File: config.mk
export PLATFORM = sky130hd
export DESIGN_NAME = fmc_adc_lvds_stim_gen
export DESIGN_NICKNAME = d
export VERILOG_FILES = /design/src/rtl/fmc_adc_lvds_stim_gen_pkg.sv /design/src/rtl/fmc_adc_lvds_stim_gen_if.sv /design/src/rtl/fmc_adc_lvds_lane_ser.sv /design/src/rtl/fmc_adc_lvds_stim_gen.sv
export SDC_FILE = /design/constraint.sdc
export NUM_CORES = 1
export LEC_CHECK = 0
export CORE_ASPECT_RATIO = 1.2
export CORE_UTILIZATION = 36
export DETAILED_ROUTE_END_ITERATION = 10
export REMOVE_ABC_BUFFERS = 1
export SETUP_SLACK_MARGIN = 0.3
export SYNTH_ARGS = -nofsm -noshare
export SYNTH_HDL_FRONTEND = slang
export SYNTH_HIERARCHICAL = 1
export SYNTH_SLANG_ARGS = --single-unit
File: constraint.sdc
create_clock -name clk_i -period 13.36 [get_ports clk_i]
set_input_delay 2.672 -clock clk_i [delete_from_list [all_inputs] [get_ports clk_i]]
set_output_delay 2.672 -clock clk_i [all_outputs]
set_load 0.05 [all_outputs]
File: src/rtl/fmc_adc_lvds_stim_gen_pkg.sv
// rtl/fmc_adc_lvds_stim_gen_pkg.sv - shared types and defaults for the LVDS ADC stimulus generator
package fmc_adc_stim_pkg;

  // Pattern select, encoded exactly as driven on mode_i
  typedef enum logic [1:0] {
    MODE_CONST = 2'd0,
    MODE_RAMP  = 2'd1,
    MODE_TRI   = 2'd2,
    MODE_COUNT = 2'd3
  } mode_e;

  // Triangle sweep direction
  typedef enum logic {
    DIR_UP   = 1'b0,
    DIR_DOWN = 1'b1
  } dir_e;

  localparam int C_NB_CHANNELS  = 4;
  localparam int C_SAMPLE_WIDTH = 14;
  localparam int C_FRAME_BITS   = 8;

endpackage

File: src/rtl/fmc_adc_lvds_stim_gen_if.sv
// rtl/fmc_adc_lvds_stim_gen_if.sv - per-channel load/shift link between generator and lane serializer
interface fmc_adc_lane_if
  import fmc_adc_stim_pkg::*;
#(
  parameter int g_SAMPLE_WIDTH = C_SAMPLE_WIDTH
);
  logic                      load;
  logic                      shift;
  logic [g_SAMPLE_WIDTH-1:0] data;
  logic                      a;
  logic                      b;

  modport master (output load, output shift, output data, input a, input b);
  modport slave  (input load, input shift, input data, output a, output b);
endinterface

File: src/rtl/fmc_adc_lvds_lane_ser.sv
// rtl/fmc_adc_lvds_lane_ser.sv - parallel-load serializer emitting two bits per clock, MSB pair first
module fmc_adc_lvds_lane_ser
  import fmc_adc_stim_pkg::*;
#(
  parameter int g_SAMPLE_WIDTH = C_SAMPLE_WIDTH
) (
  input  logic           clk_i,
  input  logic           rst_n_i,
  fmc_adc_lane_if.slave  lif
);
  localparam int W = g_SAMPLE_WIDTH;

  logic [W-1:0] sh_q;
  logic         a_q;
  logic         b_q;

  // Load presents the top bit pair immediately; shifting zero-fills so trailing slots go quiet
  always_ff @(posedge clk_i) begin
    if (!rst_n_i) begin
      sh_q <= '0;
      a_q  <= 1'b0;
      b_q  <= 1'b0;
    end else if (lif.load) begin
      a_q  <= lif.data[W-1];
      b_q  <= lif.data[W-2];
      sh_q <= lif.data << 2;
    end else if (lif.shift) begin
      a_q  <= sh_q[W-1];
      b_q  <= sh_q[W-2];
      sh_q <= sh_q << 2;
    end else begin
      a_q  <= 1'b0;
      b_q  <= 1'b0;
    end
  end

  assign lif.a = a_q;
  assign lif.b = b_q;
endmodule

File: src/rtl/fmc_adc_lvds_stim_gen.sv
// rtl/fmc_adc_lvds_stim_gen.sv - pattern generator driving per-channel two-lane LVDS-style serial streams
module fmc_adc_lvds_stim_gen
  import fmc_adc_stim_pkg::*;
#(
  parameter int g_NB_CHANNELS  = C_NB_CHANNELS,
  parameter int g_SAMPLE_WIDTH = C_SAMPLE_WIDTH,
  parameter int g_FRAME_BITS   = C_FRAME_BITS
) (
  input  logic                                    clk_i,
  input  logic                                    rst_n_i,
  input  logic                                    enable_i,
  input  logic [1:0]                              mode_i,
  input  logic [g_SAMPLE_WIDTH-1:0]               step_i,
  input  logic [g_SAMPLE_WIDTH-1:0]               limit_i,
  input  logic [g_SAMPLE_WIDTH-1:0]               const_i,
  input  logic [g_SAMPLE_WIDTH-1:0]               ch_offset_i,
  output logic                                    fr_o,
  output logic [g_NB_CHANNELS-1:0]                outa_o,
  output logic [g_NB_CHANNELS-1:0]                outb_o,
  output logic [g_NB_CHANNELS*g_SAMPLE_WIDTH-1:0] sample_o,
  output logic                                    sample_valid_o
);
  localparam int W  = g_SAMPLE_WIDTH;
  localparam int N  = g_NB_CHANNELS;
  localparam int SW = (g_FRAME_BITS > 1) ? $clog2(g_FRAME_BITS) : 1;

  logic [SW-1:0]  slot_q, slot_d;
  logic [W-1:0]   v_q, v_d;
  dir_e           dir_q, dir_d, tri_dir;
  logic           fr_q, fr_d;
  logic           act_q, act_d;
  logic           valid_q, valid_d;
  logic [N*W-1:0] sample_q, sample_d, sample_new;
  logic [W-1:0]   acc;
  logic           slot0, slot_last, load_en, shift_en;

  assign slot0     = (slot_q == '0);
  assign slot_last = (slot_q == SW'(g_FRAME_BITS - 1));
  assign load_en   = slot0 && enable_i;
  // Shifting stops on the last slot so the lanes sit at zero during slot 0
  assign shift_en  = enable_i && act_q && !slot0 && !slot_last;

  // Next-state: slot/frame timing, base value update on enabled slot-0 edges, per-channel samples
  always_comb begin
    slot_d     = slot_last ? '0 : slot_q + SW'(1);
    fr_d       = (slot_d < SW'(g_FRAME_BITS / 2));
    v_d        = v_q;
    dir_d      = dir_q;
    tri_dir    = dir_q;
    sample_new = '0;
    acc        = '0;
    if (load_en) begin
      case (mode_e'(mode_i))
        MODE_CONST: v_d = const_i;
        MODE_RAMP:  v_d = v_q + step_i;
        MODE_TRI: begin
          if ($signed(v_q) > $signed(limit_i) || $signed(v_q) < -$signed(limit_i))
            tri_dir = (dir_q == DIR_UP) ? DIR_DOWN : DIR_UP;
          dir_d = tri_dir;
          v_d   = (tri_dir == DIR_UP) ? v_q + step_i : v_q - step_i;
        end
        MODE_COUNT: v_d = v_q + W'(1);
      endcase
    end
    acc = v_d;
    for (int k = 0; k < N; k++) begin
      sample_new[k*W +: W] = acc;
      acc = acc + ch_offset_i;
    end
    sample_d = load_en ? sample_new : sample_q;
    valid_d  = load_en;
    act_d    = enable_i && (slot0 || act_q);
  end

  // State registers; reset aborts any frame in flight and restarts at slot 0
  always_ff @(posedge clk_i) begin
    if (!rst_n_i) begin
      slot_q   <= '0;
      v_q      <= '0;
      dir_q    <= DIR_UP;
      fr_q     <= 1'b0;
      act_q    <= 1'b0;
      valid_q  <= 1'b0;
      sample_q <= '0;
    end else begin
      slot_q   <= slot_d;
      v_q      <= v_d;
      dir_q    <= dir_d;
      fr_q     <= fr_d;
      act_q    <= act_d;
      valid_q  <= valid_d;
      sample_q <= sample_d;
    end
  end

  for (genvar k = 0; k < N; k++) begin : g_lane
    fmc_adc_lane_if #(.g_SAMPLE_WIDTH(W)) lif ();

    assign lif.load  = load_en;
    assign lif.shift = shift_en;
    assign lif.data  = sample_new[k*W +: W];

    fmc_adc_lvds_lane_ser #(.g_SAMPLE_WIDTH(W)) u_ser (
      .clk_i   (clk_i),
      .rst_n_i (rst_n_i),
      .lif     (lif.slave)
    );

    assign outa_o[k] = lif.a;
    assign outb_o[k] = lif.b;
  end

  assign fr_o           = fr_q;
  assign sample_o       = sample_q;
  assign sample_valid_o = valid_q;
endmodule

==> results.md, run 1 <==
- Max Freq: 86.6 MHz
- TritonCTS Buffers: 17
- Leakage: approximately 5.5 nW
- Flop-to-flop setup slack: 4.91 ns
- Global-route usage over all layers: 0.202
- Detailed Route WL: between 20000 and 30000 um
- Input/output buffers: 126
- Power per cell area: 159 nW/um2
- Non-Filler Instances: approximately 1700
- Met3 WL: 919 um
- CTS tree: yes
- Die X: 157 um
- Hold Path Class: register to register
- CP bufs+invs: 1
- Number of flops mapped to enable cells by yosys: 0
- Starting Density: 0.369
- Syn Area/Cell: 8.27 um2
- Hold path depth: 2
- Post-synthesis mux area share: 0.0589
- Top Metal Used: met4
- Max Cap Viol: 0
- Area delta synth->final: 19.7%
- I/O pin total: 127
- Async SR Flop Fraction: 0
- Ys flop type: dfxtp_1
- RSZ-0062 raised after global routing: false
- H-Tree Depth: 4
- Max Buffers Root-to-Sink: 2
- RR Startpoint: v_q[11]
- Core ar.: 28200 um2
- Cell family with most CP delay: compound AO/OA/AOI/OAI gates
- Clk_skew: 0.00771 ns
- Top cells by count, synth: dfxtp_1 (132), nand2_1 (109), nor2_1 (103)
- Ant. Diodes: 0
- Status: finished, final reports clean
- Root buffer cell: clkbuf_16
- Met1 WL: ~13000 um
- Post-DRT Antenna Nets: 0
- Critical Path Max Stage Delay: 0.57 ns
- Crit path required time: 13.67 ns
- CTS Sinks: 132
- Synth top area share: 0.255
- Largest net degree at the start of global routing: 86
- Critical Path Sink Type: register
- Clk_lat worst skew: 0.43 ns
- Initial antenna violation count: 0
- Placer Congestion: 0.923
- Via count: 9173
- Synth Area in XOR/XNOR: 0.0553
- First-pass GRT wire length: 46900 um
- Syn Std Cell Area: just over 10000 um2
- Post-route cell area: 12400 um2
- Post-DP Area: 11800 um2
- Vias in the first global route: 9082
- Slew HR: 0.301
- Sequential area share after synthesis: 0.255
- Simple-Gate Fraction of Synth Area: 0.200
- Drt first pass iters: 4
- TNS Setup: 0 ns
- Worst min-delay path endpoint: sample_o[39]
- Grt ovf: 0
- Die area: 29500 um2
- Synthesized flop and latch total: 132
- YS warnings: 6
- CP Max Fanout: 14
- WHS: 0.452 ns
- Library cells used by synthesis: 82
- Post-synthesis compound-gate area fraction: 0.245
- Residual DRC: 0
- Iteration-0 DRC count of the detailed router: 448
- CTS clk-pin slew, worst paths: 0.05 ns
- Gate count of the mapped netlist: 1255
- Share of cells above drive strength 1: 0.0783
- Fin. max-slew vios: 0
- Total power: 1.97 mW
- Worst path slowest cell: o41ai_1
- Synth top area cells: dfxtp_1 (25%), ha_1 (12%), a21oi_1 (4.2%)
- Vert. Die Dim: 188 um
- Top cell by count, worst path: o21ai_0
- Largest family of logic cells by synthesized area: compound AO/OA/AOI/OAI gates
- Hpwl dp: roughly 22000 um
- Setup violations, final: 0
- Most frequent cell after synthesis: dfxtp_1
- CTS resizes: 0
- Final core occ: 0.441
- DP Worst Slack: ~1.4 ns
- WL/cell: 16.7 um
- Max IR drop VDD: 0.000108 V
- DR WL met2: ~14000 um
- Final Hold Viols: 0
- Placed insts: about 1700
- Min Tclk post-route: roughly 12 ns
- Startpoint types: input pin
- Final Cycle Share: 0.864
- Area leader, netlist: dfxtp_1
- Adder-Cell Fraction of Synth Area: 0.128
- Path type of the worst setup path: input pin to register
- R2R depth: 31
- R2R Path End: g_lane[3].u_ser/lif.a
- Worst Tran Pin Value: roughly 1.0 ns
- Hold-fix buffers at CTS: 0
- Nets: 1505
- Critical path data arrival time: 11.86 ns
- Slack of the critical path: 1.81 ns
- Vias/cell: 5.29
- Number of setup buffers added after CTS: 0
- Worst hold start: sample_o[39]
- FP Rows: between 60 and 70
worst min-delay path, delay by kind of cell, from the launching register on:
family          cells  cell delay [ns]
compound gates      1             0.05
flops               1             0.30
simple gates        1             0.05
worst max path at each step:
stage / to / depth (start not counted) / slack [ns] / from
floorplan: g_lane[3].u_ser/lif.a / 25 / 1.65 / enable_i
global placement: g_lane[3].u_ser/lif.a / 35 / 1.68 / limit_i[4]
detailed placement: g_lane[3].u_ser/lif.a / 36 / 1.38 / limit_i[4]
CTS: g_lane[3].u_ser/lif.a / 36 / 1.80 / limit_i[4]
global route: g_lane[3].u_ser/lif.a / 35 / 0.78 / limit_i[4]
finish: g_lane[3].u_ser/lif.a / 36 / 1.81 / limit_i[4]
logic make-up after synthesis:
family          after synthesis
buf+inv                     134
compound gates              357
flops                       132
xor+xnor                     64
simple gates                418
fa+ha+maj                   103
mux                          47
flip-flops by register name, summed over array words and instances (netlist names):
register and cells:
act_q 1, v_q 14, sample_o 55, sample_valid_o 1
slot_q 3, g_lane.u_ser/lif.a 4, fr_o 1, g_lane.u_ser/lif.b 4
dir_q 1, g_lane.u_ser/sh_q 48
metal layers:
metal,vias to the layer above,track usage
met4,0,0.0668
met1,4295,0.254
met3,39,0.0231
met2,160,0.354
li1,4679,-
met5,-,0
placed cells by master, fill, tap and decap left out, drive strengths merged, types with 6 or more instances in the layout:
master	instances
nor2	103
nand3	28
o31ai	19
ha	98
o211ai	16
a211o	6
clkbuf	19
o21ai	58
nand2b	30
nor3b	6
nand2	109
inv	66
nand3b	9
nor2b	18
o211a	42
a31oi	7
or3	9
or2b	16
buf	10
xor2	23
a21boi	29
o21a	22
and3	12
a2111oi	6
a211oi	15
or3b	8
nand4	7
clkinvlp	6
a21o	15
o2111ai	6
dfxtp	132
mux2i	6
a21oi	87
and2	7
xnor2	40
clkdlybuf4s50	125
mux2	41
nor3	43
final cells by class:
type | count | area, um2
clock buffers | 19 | 453
clock inverters | 13 | 134
fillers | 2860 | 15700
inverters | 66 | 250
multi-input cells | 989 | 7140
flip-flops and latches | 132 | 2640
well taps | 379 | 474
repair buffers | 135 | 1320
power breakdown:
part / switching (mW) / total [mW] / internal [mW]
clock network: 0.184 / 0.467 / 0.283
logic: 0.585 / 1.00 / 0.416
registers: 0.0468 / 0.504 / 0.457
(Power assumes the default switching activity.)
==> run 2: changes to the inputs <==
--- a/config.mk
+++ b/config.mk
@@ -6,11 +6,11 @@
 export NUM_CORES = 1
 export LEC_CHECK = 0
 export CORE_ASPECT_RATIO = 1.2
+export CORE_MARGIN = 2
 export CORE_UTILIZATION = 36
 export DETAILED_ROUTE_END_ITERATION = 10
 export REMOVE_ABC_BUFFERS = 1
 export SETUP_SLACK_MARGIN = 0.3
 export SYNTH_ARGS = -nofsm -noshare
 export SYNTH_HDL_FRONTEND = slang
-export SYNTH_HIERARCHICAL = 1
 export SYNTH_SLANG_ARGS = --single-unit
==> run 2 against run 1 <==
  * Sequential share of layout area is 2.3 points higher
  * Clock skew is 0.0035 ns higher
  * Via count is 8.0% lower
  * Die area is 9.5% lower
  * Setup slack better by 0.85 ns
  * First-iteration DRC count is 3.6% lower
  * Power is 0.97% lower
  * Sequential power is 3% higher
  * Clock power is 2% lower
  * Largest cell class unchanged
==> results.md, run 2 <==
- Hpwl dp: 19400 um (was 21500 um)
- Min Tclk post-route: 10.69 ns (was 11.55 ns)
- Ant. Diodes: 0 (unchanged)
- Area leader, netlist: dfxtp_1 (unchanged)
- Post-route cell area: 11200 um2 (was 12400 um2)
- Initial antenna violation count: 0 (unchanged)
- I/O pin total: 127 (unchanged)
- Setup violations, final: 0 (unchanged)
- Final Cycle Share: 0.800 (was 0.864)
- Crit path required time: 13.70 ns (was 13.67 ns)
- Sequential area share after synthesis: 0.289 (was 0.255)
- Critical path data arrival time: 11.03 ns (was 11.86 ns)
- Post-DP Area: 10600 um2 (was 11800 um2)
- Post-DRT Antenna Nets: 0 (unchanged)
- Max Buffers Root-to-Sink: 2 (unchanged)
- Area of the multi-input gates: 6000 um2 (was 7140 um2)
- Detailed Route WL: 25800 um (was 29000 um)
- H-Tree Depth: 4 (unchanged)
- TNS Setup: 0 ns (unchanged)
- Worst path slowest cell: xor2_2 (was o41ai_1)
- CTS resizes: 0 (unchanged)
- Leakage: 4.71 nW (was 5.45 nW)
- Commonest non-fill, non-tap cell in the layout: nand2_1 (was dfxtp_1)
- Global-route usage over all layers: 0.195 (was 0.202)
- Async SR Flop Fraction: 0 (unchanged)
- YS warnings: 0 (was 6)
- CTS clk-pin slew, worst paths: 0.06 ns (was 0.05 ns)
- Drt first pass iters: 5 (was 4)
- Flop pwr share: 0.265 (was 0.256)
- Hold path depth: 2 (unchanged)
- Clk_skew: 0.0112 ns (was 0.00771 ns)
- Register area: 2640 um2 (unchanged)
- Path type of the worst setup path: input pin to register (unchanged)
- Synthesized flop and latch total: 132 (unchanged)
- Synth top area share: 0.289 (was 0.255)
- Top cells by count, synth: nand2_1 (175), dfxtp_1 (132), a21oi_1 (122) (was dfxtp_1 (132), nand2_1 (109), nor2_1 (103))
- Final Hold Viols: 0 (unchanged)
- R2R depth: 32 (was 31)
- First-pass GRT wire length: 41800 um (was 46900 um)
- Filler cell count: 2508 (was 2860)
- Critical Path Sink Type: register (unchanged)
- WL/cell: 16.0 um (was 16.7 um)
- RSZ-0062 raised after global routing: false (unchanged)
- Iteration-0 DRC count of the detailed router: 432 (was 448)
- Worst Tran Pin Value: 1.04 ns (was 1.05 ns)
- Placer Congestion: 0.834 (was 0.923)
- Ys flop type: dfxtp_1 (unchanged)
- Vias in the first global route: 8449 (was 9082)
- TritonCTS Buffers: 17 (unchanged)
- WHS: 0.454 ns (was 0.452 ns)
- Root buffer cell: clkbuf_16 (unchanged)
- Input/output buffers: 126 (unchanged)
- Critical Path Max Stage Delay: 0.59 ns (was 0.57 ns)
- Grt ovf: 0 (unchanged)
- Max IR drop VDD: 0.000118 V (was 0.000108 V)
- Die X: 150 um (was 157 um)
- Nets: 1437 (was 1505)
- Synth top area cells: dfxtp_1 (29%), ha_1 (13%), nand2_1 (7.2%) (was dfxtp_1 (25%), ha_1 (12%), a21oi_1 (4.2%))
- Sw Ratio: 0.418 (was 0.414)
- Max Freq: 93.5 MHz (was 86.6 MHz)
- Clk network pwr share: 0.235 (was 0.237)
- Startpoint types: input pin (unchanged)
- Core ar.: 24800 um2 (was 28200 um2)
- FP Rows: 63 (was 67)
- Power per cell area: 175 nW/um2 (was 159 nW/um2)
- Vert. Die Dim: 179 um (was 188 um)
- Starting Density: 0.369 (about the same)
- Vias/cell: 5.24 (was 5.29)
- Area delta synth->final: 22.2% (was 19.7%)
- Total power: 1.95 mW (was 1.97 mW)
- Residual DRC: 0 (unchanged)
- Most frequent cell after synthesis: nand2_1 (was dfxtp_1)
- CP bufs+invs: 3 (was 1)
- Hold Path Class: register to register (unchanged)
- Max FFs per register: 55 (unchanged)
- Via count: 8442 (was 9173)
- P_int: 1.14 mW (was 1.16 mW)
- Clk_lat worst skew: 0.41 ns (was 0.43 ns)
- Number of setup buffers added after CTS: 0 (unchanged)
- Die area: 26700 um2 (was 29500 um2)
- Crit path depth: 38 (was 36)
- Slew HR: 0.302 (was 0.301)
- Status: finished, final reports clean (unchanged)
- CTS Sinks: 132 (unchanged)
- Library cells used by synthesis: 71 (was 82)
- Share of cells above drive strength 1: 0.0435 (was 0.0783)
- Largest net degree at the start of global routing: 69 (was 86)
- CP Max Fanout: 12 (was 14)
- Max Cap Viol: 0 (unchanged)
- Syn Std Cell Area: 9160 um2 (was 10400 um2)
- Switch Pwr: 0.817 mW (was 0.816 mW)
- Most frequent cells in the layout: nand2_1 (174), dfxtp_1 (132), clkdlybuf4s50_1 (126) (was dfxtp_1 (132), clkdlybuf4s50_1 (125), nand2_1 (108))
- Cell family with most CP delay: compound AO/OA/AOI/OAI gates (unchanged)
- Syn Area/Cell: 7.73 um2 (was 8.27 um2)
- CTS tree: yes (unchanged)
- Hold-fix buffers at CTS: 0 (unchanged)
- Number of flops mapped to enable cells by yosys: 0 (unchanged)
- Combinational share of power: 0.500 (was 0.508)
- Fin. max-slew vios: 0 (unchanged)
- Gate count of the mapped netlist: 1185 (was 1255)
==> run 2: routing by layer <==
metal / up-vias / wire [um] / track usage
li1: 4328 / - / -
met3: 33 / 744 / 0.0178
met4: 0 / 699 / 0.0794
met2: 150 / 12900 / 0.356
met5: - / 0 / 0
met1: 3931 / 11500 / 0.234
==> run 2: final cells by class <==
type | instances | share of cell area
tap | 325 | 0.0363
timing repair buffer | 134 | 0.118
clock inverter | 15 | 0.0140
sequential | 132 | 0.236
multi-input combinational | 925 | 0.536
inverter | 63 | 0.0211
clock buffer | 17 | 0.0380
==> run 2: worst reg2reg max path, delay by kind of cell, from the launching register on <==
family	cells	cell delay, ns
fa+ha+maj	4	1.38
buf+inv	1	0.06
compound gates	18	3.91
simple gates	4	0.46
xor+xnor	5	1.42
flops	1	0.59
==> run 2: power by group through the flow <==
stage | clock network, mW | registers [mW] | logic (mW)
2_1_floorplan | 0 | 0.644 | 0.601
3_3_place_gp | 0 | 0.525 | 0.961
3_5_place_dp | 0 | 0.525 | 0.968
4_1_cts | 0.467 | 0.518 | 0.978
5_1_grt | 0.483 | 0.528 | 1.08
6_report | 0.458 | 0.518 | 0.976
==> run 2: logic make-up (layout without fill, tap and decap cells) <==
group,Yosys count,count (layout),share of synthesized area
XOR/XNOR,74,74,0.0739
AND/OR/NAND/NOR,423,423,0.205
flip-flops,132,132,0.289
AO/OA/AOI/OAI,313,313,0.216
multiplexers,12,12,0.0146
buffers and inverters,128,229,0.0570
adder cells (fa/ha/maj),103,103,0.145
==> run 2: final timing paths <==
check,startpoint,end,slack (ns)
setup reg to reg,v_q[3],sample_o[55],5.47
hold / removal,sample_o[3],sample_o[3],0.45
hold reg to reg,sample_o[3],sample_o[3],0.45
setup / recovery,limit_i[2],sample_o[55],2.67
==> run 2: metrics by stage <==
stage                     utilization  setup WS (ns)  cells
after floorplan                     -           3.74   1120
after global placement          0.427           2.41   1579
after detailed placement        0.427           2.19   1579
after CTS                       0.451           2.61   1611
after global routing            0.451           1.69   1611
final                           0.451           2.67   1611
